[src/rtl/dff_readout_sequencer.sv]
// dff_readout_sequencer: snapshot, settle and chain/bit walk for the DFF error-count serializer.
// Optional 8-bit sync header (8'hA5, LSB first) before the payload when DFF_RO_HEADER_EN is defined.
module dff_readout_sequencer #(
  parameter int NUM_CHAINS = 10,
  parameter int BITS_PER_CHAIN = 12,
  parameter int SETTLE_CYCLES = 2,
  parameter logic [31:0] INTERVAL = 32'd0
) (
  input  logic       data_clk,
  input  logic       reset,
  input  logic       start_req,
  output logic       save_data,
  output logic [3:0] chan_sel,
  output logic [3:0] bit_idx,
  output logic       bit_valid,
  output logic       hdr_active,
  output logic       hdr_bit,
  output logic       busy,
  output logic       frame_done,
  output logic [7:0] overrun_cnt
);
  localparam logic [3:0] last_chan = 4'(NUM_CHAINS - 1);
  localparam logic [3:0] last_bit = 4'(BITS_PER_CHAIN - 1);
  localparam logic [3:0] last_settle = 4'(SETTLE_CYCLES - 1);
`ifdef DFF_RO_HEADER_EN
  localparam logic [7:0] hdr_pat = 8'hA5;
  typedef enum logic [2:0] {IDLE, SAVE, SETTLE, HEADER, SHIFT, DONE} state_t;
`else
  typedef enum logic [2:0] {IDLE, SAVE, SETTLE, SHIFT, DONE} state_t;
  assign hdr_active = 1'b0;
  assign hdr_bit = 1'b0;
`endif
  state_t state;
  logic pending;
  logic [31:0] timer;
  logic [3:0] cnt;
  logic tick;
  logic req;
  assign tick = (INTERVAL != 32'd0) && (timer == INTERVAL - 32'd1);
  assign req = start_req | tick;
  always_ff @(posedge data_clk) begin
    if (!reset) timer <= '0;
    else if (INTERVAL != 32'd0) timer <= tick ? '0 : timer + 32'd1;
  end
  always_ff @(posedge data_clk) begin
    if (!reset) begin
      state <= IDLE;
      pending <= 1'b0;
      cnt <= '0;
      overrun_cnt <= '0;
      save_data <= 1'b0;
      chan_sel <= '0;
      bit_idx <= '0;
      bit_valid <= 1'b0;
      busy <= 1'b0;
      frame_done <= 1'b0;
`ifdef DFF_RO_HEADER_EN
      hdr_active <= 1'b0;
      hdr_bit <= 1'b0;
`endif
    end else begin
      // one request may wait in pending; any further request while busy is dropped and counted
      if (state != IDLE && req) begin
        if (!pending) pending <= 1'b1;
        else if (overrun_cnt != 8'hff) overrun_cnt <= overrun_cnt + 8'd1;
      end
      case (state)
        IDLE: if (req || pending) begin
          state <= SAVE;
          pending <= 1'b0;
          save_data <= 1'b1;
          busy <= 1'b1;
        end
        SAVE: begin
          state <= SETTLE;
          save_data <= 1'b0;
          cnt <= '0;
        end
        SETTLE: if (cnt == last_settle) begin
          cnt <= '0;
`ifdef DFF_RO_HEADER_EN
          state <= HEADER;
          hdr_active <= 1'b1;
          hdr_bit <= hdr_pat[0];
`else
          state <= SHIFT;
          bit_valid <= 1'b1;
`endif
        end else cnt <= cnt + 4'd1;
`ifdef DFF_RO_HEADER_EN
        HEADER: if (cnt == 4'd7) begin
          state <= SHIFT;
          hdr_active <= 1'b0;
          hdr_bit <= 1'b0;
          bit_valid <= 1'b1;
        end else begin
          cnt <= cnt + 4'd1;
          hdr_bit <= hdr_pat[cnt[2:0] + 3'd1];
        end
`endif
        SHIFT: if (bit_idx == last_bit) begin
          bit_idx <= '0;
          if (chan_sel == last_chan) begin
            state <= DONE;
            chan_sel <= '0;
            bit_valid <= 1'b0;
            frame_done <= 1'b1;
          end else chan_sel <= chan_sel + 4'd1;
        end else bit_idx <= bit_idx + 4'd1;
        DONE: begin
          state <= IDLE;
          frame_done <= 1'b0;
          busy <= 1'b0;
        end
        default: state <= IDLE;
      endcase
    end
  end
endmodule
[config.mk]
export PLATFORM = sky130hd
export DESIGN_NAME = dff_readout_sequencer
export DESIGN_NICKNAME = d
export VERILOG_FILES = /design/src/rtl/dff_readout_sequencer.sv
export SDC_FILE = /design/constraint.sdc
export NUM_CORES = 1
export LEC_CHECK = 0
export CAP_MARGIN = 20
export CORE_MARGIN = 1.5
export CORE_UTILIZATION = 40
export DETAILED_ROUTE_END_ITERATION = 8
export PLACE_DENSITY_LB_ADDON = 0.3
export SETUP_SLACK_MARGIN = 0.5
export SLEW_MARGIN = 10
export SYNTH_ARGS = -nofsm -noshare
export SYNTH_HDL_FRONTEND = slang
export SYNTH_SLANG_ARGS = --single-unit
[constraint.sdc]
create_clock -name data_clk -period 1.6 [get_ports data_clk]
set_input_delay 0.16 -clock data_clk [delete_from_list [all_inputs] [get_ports data_clk]]
set_output_delay 0.16 -clock data_clk [all_outputs]
set_load 0.01 [all_outputs]
==> results.json <==
{
  "crit_path_end_kind": "flop",
  "cts_tree": "done",
  "crit_path_top_delay_cell": "dfxtp_4",
  "grt-ovfl-total": 0,
  "hold_viol": 0,
  "crit_type": "flop to flop",
  "htree_num_levels": 1,
  "cp_num_buf_inv": 2,
  "port_buffers": 22,
  "start_kind": "flop",
  "slew_violations": 0,
  "grt_pass1_vias": 1406,
  "drive_above_1_share_pct": 66.2,
  "yosysSeqAreaShare_pct": 41.2,
  "clockRootBuffer": "clkbuf_4",
  "ioPinCount": 25,
  "routed_wl_mm": 4.31,
  "drtAntennaViolNets": 0,
  "synth_cell_types": 49,
  "post-place-cells": 219,
  "synthToLayoutAreaGrowth_pct": 75.0,
  "outcome": "finished, final reports clean",
  "final_cells": 266,
  "numCtsBuffers": 3,
  "fin_ws_ns": 0.0336,
  "crit_family": "flip-flops",
  "cts-hold-fix-buffers": 0,
  "min_path_type": "flop to flop",
  "period_needed_ns": 1.57,
  "cts_buffer_depth": 2,
  "synth_edf_count": 0,
  "async_reset_ff_share_pct": 0,
  "critPathMaxStageDelay_ns": 0.38,
  "cp.required_ns": 1.85,
  "cts.clk_slew.worst_paths_ns": 0.16,
  "antenna_found_initial": 0,
  "setup_viol": 0,
  "ys.flop_type": "dfxtp_1",
  "grt_pass1_wl_mm": 6.24,
  "die_h_um": 61.3,
  "drv_cap": 0,
  "p_per_area_nw_per_um2": 598,
  "wire_per_inst_um": 16.2,
  "syn_inst": 153,
  "final_area_um2": 2380,
  "post-dp-hpwl_mm": 2.14,
  "first_pass_iters": 4,
  "n_antenna_cell": 0,
  "coreArea_um2": 3150,
  "start_util_pct": 43.2,
  "gp_congestion": 0.869,
  "clk_latency_ns": 0.34,
  "drt_iter0_markers": 22,
  "synth_seq_cells": 28,
  "via_count": 1419,
  "avgViaCountPerCell": 5.33,
  "post-route-period-util_pct": 97.9,
  "dieWidth_um": 61.3,
  "skew_ns": 0.0104,
  "grt_max_degree": 16,
  "max_freq_mhz": 638,
  "crit_chain": "ha_4 -> and3_4 -> buf_4 -> buf_6 -> a211oi_2 -> xnor2_1 -> nor2_1",
  "cts_sinks": 28,
  "die_area_um2": 3760,
  "synth.avg_cell_area_um2": 8.90,
  "post-place-ws_ns": -0.0630,
  "p_leak_nw": 0.975,
  "ir_worst_vdd_v": 0.000370,
  "ys.warnings.count": 0,
  "synth.cell_area_um2": 1360,
  "grtUsageTotal_pct": 22.3,
  "dpl_cell_area_um2": 1730,
  "nets": 230,
  "num_rows": 20,
  "critPathMaxFanout": 2,
  "arrival_ns": 1.81,
  "fin_setup_tns_ns": 0,
  "rsz0062_at_grt": "yes",
  "drc": 0
}
[layout make-up]
cell class	instances	area (µm²)
Inverter	5	18.8
Clock inverter	1	3.75
Clock buffer	3	22.5
Fill cell	222	771
Sequential cell	28	621
Multi-Input combinational cell	111	1010
Timing Repair Buffer	74	653
Tap cell	44	55.1
[registers in the layout, indices dropped and copies added, names as in the netlist]
signal	flops
bit_valid	1
busy	1
state	3
overrun_cnt	8
pending	1
chan_sel	4
cnt	4
save_data	1
bit_idx	4
frame_done	1
[cell usage in the layout, fill, tap and decap left out, types with 3 or more instances in the layout]
cell type / count
a211oi_2: 3
a21oi_1: 7
a21oi_2: 4
buf_2: 3
buf_4: 32
buf_6: 30
clkbuf_2: 6
clkbuf_4: 3
clkdlybuf4s50_1: 3
dfxtp_2: 15
dfxtp_4: 11
ha_4: 3
inv_1: 4
nand2_1: 9
nor2_1: 15
or3_4: 3
xnor2_1: 4
[cells by family (layout without fill, tap and decap cells)]
logic type	count (synthesis)	count (layout)	synth area share [%]
mux	2	2	1.56
buf+inv	15	83	5.15
compound gates	31	31	17.0
fa+ha+maj	4	4	3.68
xor+xnor	7	7	4.50
simple gates	65	65	26.7
flops	28	28	41.2
other cells	1	2	0.275
[synth_stat cells (2+ instances only)]
| cell | n | area share (%) |
|---|---|---|
| dfxtp_1 | 28 | 41 |
| nor2_1 | 17 | 4.7 |
| a21oi_1 | 12 | 4.4 |
| nand2_1 | 11 | 3.0 |
| clkbuf_1 | 5 | 1.4 |
| inv_1 | 5 | 1.4 |
| xnor2_1 | 5 | 3.2 |
| ha_1 | 4 | 3.7 |
| nand3_1 | 4 | 1.5 |
| a211oi_1 | 3 | 1.7 |
| and3_1 | 3 | 1.4 |
| and3b_1 | 3 | 1.9 |
| buf_4 | 3 | 1.7 |
| nor2b_1 | 3 | 1.4 |
| nor3_1 | 3 | 1.1 |
| or3_1 | 3 | 1.4 |
| or4_1 | 3 | 1.7 |
| buf_2 | 2 | 0.74 |
| nand2b_1 | 2 | 0.92 |
| nor3b_1 | 2 | 1.1 |
| o21a_1 | 2 | 1.1 |
| o31ai_1 | 2 | 1.1 |
| xor2_1 | 2 | 1.3 |
[worst reg2reg max path, cell delays in order, from the launching register on]
cell	delay (ns)
dfxtp_4	0.38
ha_4	0.15
and3_4	0.15
buf_4	0.13
buf_6	0.12
a211oi_2	0.28
xnor2_1	0.18
nor2_1	0.08
[repair_timing]
action,4_1_cts,5_1_grt
pin swaps,18,14
resized for setup,116,56
buffers inserted,36,7
endpoints found under the setup margin,45,46
[path summary, 6_finish.rpt]
| check | to | slack, ns | startpoint | cells after the start |
|---|---|---|---|---|
| setup reg to reg | overrun_cnt[3]$_SDFFE_PN0P_ | 0.03 | overrun_cnt[1]$_SDFFE_PN0P_ | 7 |
| setup / recovery | overrun_cnt[3]$_SDFFE_PN0P_ | 0.03 | overrun_cnt[1]$_SDFFE_PN0P_ | 7 |
| hold reg to reg | frame_done$_SDFFE_PN0P_ | 0.46 | frame_done$_SDFFE_PN0P_ | 2 |
| hold / removal | frame_done$_SDFFE_PN0P_ | 0.46 | frame_done$_SDFFE_PN0P_ | 2 |
[metal layers]
metal / share of wire [%] / global-route usage [%] / wire length [µm] / vias up
met4: 2.1 / 10.9 / 89 / 0
met3: 3.1 / 3.36 / 133 / 9
li1: - / - / - / 685
met1: 43 / 26.3 / 1840 / 696
met2: 52 / 39.4 / 2250 / 29
met5: 0 / 0 / 0 / -
[power breakdown]
part	switching, mW	total (mW)	internal (mW)	leakage [nW]
Sequential	0.0423	0.767	0.724	0.242
Clock	0.216	0.308	0.0919	0.0154
Combinational	0.177	0.351	0.174	0.717
Total	0.435	1.43	0.990	0.975
[per-stage QoR]
| step | power, mW | utilization (%) | hold WS (ns) |
|---|---|---|---|
| 4_1_cts | 1.35 | 69.2 | 0.466 |
| 5_1_grt | 1.49 | 75.6 | 0.491 |
| 3_5_place_dp | 1.01 | 54.9 | 0.446 |
| 3_3_place_gp | 1.00 | 54.9 | 0.436 |
| 2_1_floorplan | 0.944 | - | 0.367 |
| 6_report | 1.43 | 75.6 | 0.455 |
(Power assumes the default switching activity.)
